`src/rtl/aes_job_arbiter_pkg.sv`:
```
// Shared AES definitions: block/key widths, default round-run length and
// the job arbiter state encoding.
package aes_job_arbiter_pkg;

  localparam int AES_BLOCK_W    = 128;
  localparam int AES_KEY_W      = 128;
  localparam int RUN_CYCLES_DEF = 11;

  typedef enum logic [2:0] {
    ST_IDLE      = 3'd0,
    ST_LOAD      = 3'd1,
    ST_RUN       = 3'd2,
    ST_WAIT_DONE = 3'd3,
    ST_RESP      = 3'd4
  } aes_state_e;

endpackage

```
`src/rtl/aes_job_arbiter_rr.sv`:
```
// Round-robin request picker: scans from ptr upward (wrapping) and returns
// the first active request as a one-hot grant plus its index.
module aes_rr_arbiter #(
  parameter  int NREQ = 4,
  localparam int IW   = $clog2(NREQ)
) (
  input  logic [NREQ-1:0] req,
  input  logic [IW-1:0]   ptr,
  output logic [NREQ-1:0] grant,
  output logic [IW-1:0]   grant_idx,
  output logic            grant_vld
);

  int cand;

  always_comb begin
    grant     = '0;
    grant_idx = '0;
    grant_vld = 1'b0;
    cand      = 0;
    for (int k = 0; k < NREQ; k++) begin
      // ptr is always < NREQ, so one subtraction is enough to wrap
      cand = int'(ptr) + k;
      if (cand >= NREQ) cand = cand - NREQ;
      if (!grant_vld && req[cand]) begin
        grant_vld   = 1'b1;
        grant[cand] = 1'b1;
        grant_idx   = IW'(cand);
      end
    end
  end

endmodule

```
`src/rtl/aes_job_arbiter.sv`:
```
// Shares one AES core among NREQ requesters: round-robin job grant, operand
// hold while the core runs RUN_CYCLES rounds, then a held response per owner.
module aes_job_arbiter
  import aes_job_arbiter_pkg::*;
#(
  parameter  int NREQ       = 4,
  parameter  int RUN_CYCLES = RUN_CYCLES_DEF,
  localparam int IW         = $clog2(NREQ)
) (
  input  logic                        clk,
  input  logic                        rstn,
  input  logic [NREQ-1:0]             req_valid,
  output logic [NREQ-1:0]             req_ready,
  input  logic [NREQ*AES_KEY_W-1:0]   req_key,
  input  logic [NREQ*AES_BLOCK_W-1:0] req_ptext,
  output logic [NREQ-1:0]             rsp_valid,
  input  logic [NREQ-1:0]             rsp_ready,
  output logic [AES_BLOCK_W-1:0]      rsp_ctext,
  output logic                        core_start,
  input  logic                        core_accept,
  input  logic                        core_done,
  output logic [AES_KEY_W-1:0]        core_key,
  output logic [AES_BLOCK_W-1:0]      core_ptext,
  input  logic [AES_BLOCK_W-1:0]      core_ctext,
  output logic                        busy,
  output logic [IW-1:0]               owner,
  output logic                        err,
  output aes_state_e                  dbg_state
);

  localparam logic [3:0] CNT_LAST = 4'(RUN_CYCLES - 1);

  // Handshakes: req_ready[i] and req_valid[i] both high at a rising edge
  // transfers a job; rsp_valid[i] and rsp_ready[i] both high retires it.
  // req_ready is only raised in IDLE; rsp_valid only in RESP, never both.

  aes_state_e             state_q, state_d;
  logic [3:0]             cnt_q, cnt_d;
  logic [IW-1:0]          ptr_q, ptr_d;
  logic [IW-1:0]          owner_q, owner_d;
  logic [AES_KEY_W-1:0]   key_q, key_d;
  logic [AES_BLOCK_W-1:0] ptext_q, ptext_d;
  logic [AES_BLOCK_W-1:0] result_q, result_d;
  logic                   err_q, err_d;

  logic [NREQ-1:0] grant;
  logic [IW-1:0]   grant_idx;
  logic            grant_vld;

  aes_rr_arbiter #(.NREQ(NREQ)) u_rr (
    .req       (req_valid),
    .ptr       (ptr_q),
    .grant     (grant),
    .grant_idx (grant_idx),
    .grant_vld (grant_vld)
  );

  always_ff @(posedge clk or negedge rstn) begin
    if (!rstn) begin
      state_q  <= ST_IDLE;
      cnt_q    <= '0;
      ptr_q    <= '0;
      owner_q  <= '0;
      key_q    <= '0;
      ptext_q  <= '0;
      result_q <= '0;
      err_q    <= 1'b0;
    end else begin
      state_q  <= state_d;
      cnt_q    <= cnt_d;
      ptr_q    <= ptr_d;
      owner_q  <= owner_d;
      key_q    <= key_d;
      ptext_q  <= ptext_d;
      result_q <= result_d;
      err_q    <= err_d;
    end
  end

  always_comb begin
    state_d    = state_q;
    cnt_d      = cnt_q;
    ptr_d      = ptr_q;
    owner_d    = owner_q;
    key_d      = key_q;
    ptext_d    = ptext_q;
    result_d   = result_q;
    err_d      = err_q;
    req_ready  = '0;
    rsp_valid  = '0;
    core_start = 1'b0;

    // A completion pulse is only legitimate while a job is waiting for it
    if (core_done && (state_q != ST_WAIT_DONE)) err_d = 1'b1;

    unique case (state_q)
      ST_IDLE: begin
        if (grant_vld) begin
          req_ready = grant;
          owner_d   = grant_idx;
          ptr_d     = (grant_idx == IW'(NREQ - 1)) ? '0 : grant_idx + IW'(1);
          for (int i = 0; i < NREQ; i++) begin
            if (grant[i]) begin
              key_d   = req_key[i*AES_KEY_W +: AES_KEY_W];
              ptext_d = req_ptext[i*AES_BLOCK_W +: AES_BLOCK_W];
            end
          end
          state_d = ST_LOAD;
        end
      end
      ST_LOAD: begin
        if (core_accept) begin
          cnt_d   = '0;
          state_d = ST_RUN;
        end
      end
      ST_RUN: begin
        core_start = 1'b1;
        if ((cnt_q == '0) && !core_accept) err_d = 1'b1;
        if (cnt_q == CNT_LAST) begin
          cnt_d   = '0;
          state_d = ST_WAIT_DONE;
        end else begin
          cnt_d = cnt_q + 4'd1;
        end
      end
      ST_WAIT_DONE: begin
        if (core_done) begin
          result_d = core_ctext;
          state_d  = ST_RESP;
        end
      end
      ST_RESP: begin
        rsp_valid[owner_q] = 1'b1;
        if (rsp_ready[owner_q]) state_d = ST_IDLE;
      end
      default: state_d = ST_IDLE;
    endcase
  end

  assign rsp_ctext  = result_q;
  assign core_key   = key_q;
  assign core_ptext = ptext_q;
  assign busy       = (state_q != ST_IDLE);
  assign owner      = owner_q;
  assign err        = err_q;
  assign dbg_state  = state_q;

endmodule

```
`config.mk`:
```
export PLATFORM = sky130hd
export DESIGN_NAME = aes_job_arbiter
export DESIGN_NICKNAME = d
export VERILOG_FILES = /design/src/rtl/aes_job_arbiter_pkg.sv /design/src/rtl/aes_job_arbiter_rr.sv /design/src/rtl/aes_job_arbiter.sv
export SDC_FILE = /design/constraint.sdc
export NUM_CORES = 1
export LEC_CHECK = 0
export ABC_AREA = 1
export CORE_AREA = 2 2 614 616
export DETAILED_ROUTE_END_ITERATION = 10
export DIE_AREA = 0 0 616 618
export PLACE_DENSITY = 0.3
export SKIP_LAST_GASP = 1
export SLEW_MARGIN = 30
export SYNTH_ARGS = -nofsm -noshare
export SYNTH_HDL_FRONTEND = slang
export SYNTH_HIERARCHICAL = 1
export SYNTH_SLANG_ARGS = --single-unit
```
`constraint.sdc`:
```
create_clock -name clk -period 4.3 [get_ports clk]
set_clock_uncertainty 0.2 [all_clocks]
set_input_delay 0.86 -clock clk [delete_from_list [all_inputs] [get_ports clk]]
set_output_delay 0.86 -clock clk [all_outputs]
set_load 0.03 [all_outputs]
```
==> key figures <==
Job
  – Maxcap violations: 0

Power
  – Psw: ~26000 uW
  – Leakage: between 0.02 and 0.025 uW
  – Max VDD drop: 0.667 mV
  – PD cells: about 950 nW/um^2
  – Clock power frac: 0.139
  – Net Sw Frac: 0.552
  – Flop pwr share: 0.153
  – Pint: ~21000 uW
  – Logic pwr share: 0.708

Critical path
  – Worst path max stage delay: 0.36 ns
  – CP max stage cell: ha_1
  – Worst R2R Setup Slack: around 0.75 ns
  – CP required: between 3 and 4 ns
  – WS Path Type: flop to output port
  – CP Cell Sequence: inv_2 > ha_1 > inv_1 > nand2_1 > nand2_1 > nor2_4 > nand4_1 > nand3_4 > inv_8 > buf_12 > nor2_1 > buf_4
  – Worst reg2reg path endpoint: core_key[115]$_DFFE_PN0P_
  – Critical Path AT: about 3.0 ns
  – Worst path top cell family by delay: simple AND/OR/NAND/NOR gates
  – Largest fanout on the critical path: 43
  – Crit path buf inv count: 5
  – Most used cell, CP: nand2_1
  – Reg2Reg Depth: 15
  – CP Capture Type: output port
  – CP startpoint kind: flop
  – Reg2reg start: ptr_q[0]$_DFFE_PN0P_

Timing
  – Min cycle time layout: ~4.1 ns
  – Worst slew pin tran: slightly above 0.9 ns
  – Final slew viol count: 0
  – Max transition margin: 0.379
  – Crit share post-route: 0.947
  – Final Hold Fails: 0
  – # setup viols final: 0
  – Fmax achieved: around 0.25 GHz

Status
  – Outcome: complete, no violations

Drt
  – DRC Markers: 0
  – Initial DRT Pass Iterations: 7
  – Initial DRC count: 1875
  – Detail Route Antenna Nets: 0
  – Via density: slightly above 3
  – Vias: 31.2k
  – WL final: 298 mm
  – Wire per inst: 29.4 um

Synthesis
  – Yosys warns: 6
  – Synth Area in XOR/XNOR: 0.000362
  – Largest family of logic cells by synthesized area: simple AND/OR/NAND/NOR gates
  – Yosys reg bits: 396
  – Mapped Nets: about 4.7k
  – Mux share of post-synthesis cell area: 0.0766
  – Post-synthesis simple-gate area fraction: 0.392
  – Synth Area in Compound Gates: 0.0582
  – Adder-cell share of the synthesized area: 0.00621
  – Avg Inst Size Synth: approximately 6.9 sq um
  – Yosys cell types: 27
  – Cell count after synthesis: around 3.5k
  – Syn Std Cell Area: 24200 sq um
  – Register area share after synthesis: 0.410

Die
  – Initial core utilization: 0.0646
  – Ports: 1564
  – Core footprint: between 300000 and 400000 sq um
  – Total die area: 381000 sq um
  – Std cell rows: about 230
  – Horiz. Die Dim: about 620 um
  – Die Y: 618 um

Clock tree
  – CTS tree: done
  – CTS Buf Count: 74
  – Worst-Skew Late Latency: 0.75 ns
  – Worst-path clk slew: approximately 0.050 ns
  – Htree depth: 3
  – Clk buf depth: 4
  – CTS sink cnt: 396
  – CTS root buf: clkbuf_16

Finish
  – # fillers: roughly 43k
  – Nets: approximately 6.2k
  – Share of cells above drive strength 1: 0.0860
  – Area Growth Syn to Fin: 104%
  – Most frequent cells in the layout: 1580 x nand2_1, 1552 x clkdlybuf4s50_1, 520 x nor2_1
  – Post-layout util: 0.132
  – Finished Layout Cells: 10.2k
  – Most common cell after layout, fill and taps aside: nand2_1

Global route
  – Vias in the first global route: ~32k
  – First-pass GRT wire length: 370 mm
  – GRT Overall Usage: 0.151
  – Largest net degree at the start of global routing: 90
  – Initial antenna violation count: around 270
  – Grt total ovfl: 0

Place
  – Cells after DPL: 9966
  – Number of I/O port buffers: between 1.5k and 2k
  – Routability cong.: between 0.9 and 1
  – HPWL Detailed: between 200 and 300 mm

Min path
  – Hold Path End: core_key[66]$_DFFE_PN0P_
  – Hold Path Class: flop to flop
  – Worst hold start: core_key[66]$_DFFE_PN0P_
  – Depth of the worst hold-timing path: 2
flip-flops by register name (all words and copies together) (netlist names):
name	count
rsp_ctext	128
core_key	128
core_ptext	128
cnt_q	4
ptr_q	2
owner	2
err	1
dbg_state	3
kinds of logic after synthesis:
logic type                 Yosys count
AOI/OAI and AO/OA                  276
buffers and inverters              268
and+or+nand+nor                   2410
muxes                              128
adders and majority gates           12
xor gates and xnor gates             1
DFF                                396
tightest hold or removal path, delay by kind of cell (launching register included):
kind,cells,cell delay (ns)
DFF,1,0.34
and+or+nand+nor,2,0.10
cell type report:
type / count / area (sq um) / share of cell area
antenna: 67 / 168 / 0.00340
clock buffer: 98 / 2090 / 0.0425
clock inverter: 28 / 414 / 0.00840
inverter: 28 / 128 / 0.00259
multi-input combinational: 2828 / 12900 / 0.262
sequential: 396 / 9910 / 0.201
tap: 4994 / 6250 / 0.127
timing repair buffer: 1725 / 17400 / 0.353
cell usage after synthesis, drive strengths merged:
cell type / count / area [sq um]
dfrtp: 396 / 9910
a21boi: 4 / 30.0
xnor2: 1 / 8.76
ha: 12 / 150
inv: 28 / 105
mux2: 128 / 1850
nand4: 12 / 75.1
a21oi: 7 / 35.0
o21ai: 263 / 1330
nor3: 5 / 25.0
nand3: 280 / 1410
o22ai: 1 / 6.26
o31ai: 1 / 7.51
clkbuf: 120 / 450
nor2: 525 / 1990
buf: 120 / 810
nand2: 1588 / 5980
through the flow:
step / hold WS, ns / setup TNS [ns] / instance area, sq um / total power (uW) / setup slack, ns
floorplan: 0.327 / 0 / 24200 / 24200 / 0.520
global placement: 0.264 / 0 / 46600 / 41500 / 0.0484
detailed placement: 0.264 / 0 / 46600 / 41300 / 0.00654
CTS: 0.280 / 0 / 49100 / 48300 / 0.0134
global route: 0.294 / -0.00244 / 49100 / 50700 / -0.00244
finish: 0.277 / 0 / 49300 / 46900 / 0.226
repair_timing:
action                                  CTS  global route
gates resized for setup                   0             3
endpoints found under the hold margin    37             0
buffers inserted                          0             3
hold buffers                              1             0
endpoints found under the setup margin    0             4
power by group through the flow:
stage               registers [uW]  clock network, uW  logic (uW)
floorplan                    10200                  0       14000
global placement              7230                  0       34200
detailed placement            7200                  0       34100
CTS                           7190               6870       34300
global route                  7400               6940       36400
finish                        7180               6510       33200
worst max-delay path by stage:
stage / from / endpoint / slack [ns] / cells after the start
5_1_grt: ptr_q[0]$_DFFE_PN0P_ / req_ready[1] / -0.002 / 12
3_3_place_gp: req_valid[3] / core_key[107]$_DFFE_PN0P_ / 0.05 / 16
4_1_cts: ptr_q[0]$_DFFE_PN0P_ / req_ready[3] / 0.01 / 12
3_5_place_dp: req_valid[3] / core_key[107]$_DFFE_PN0P_ / 0.007 / 16
6_report: ptr_q[0]$_DFFE_PN0P_ / req_ready[1] / 0.23 / 12
2_1_floorplan: ptr_q[0]$_DFFE_PN0P_ / req_ready[2] / 0.52 / 13
routing by layer:
metal,vias to the layer above,global-route usage,wire length [um]
li1,14300,-,-
met1,14900,0.163,112000
met2,1372,0.272,150000
met3,499,0.0633,28100
met4,134,0.0326,7630
met5,-,0,851
(Power assumes the default switching activity.)
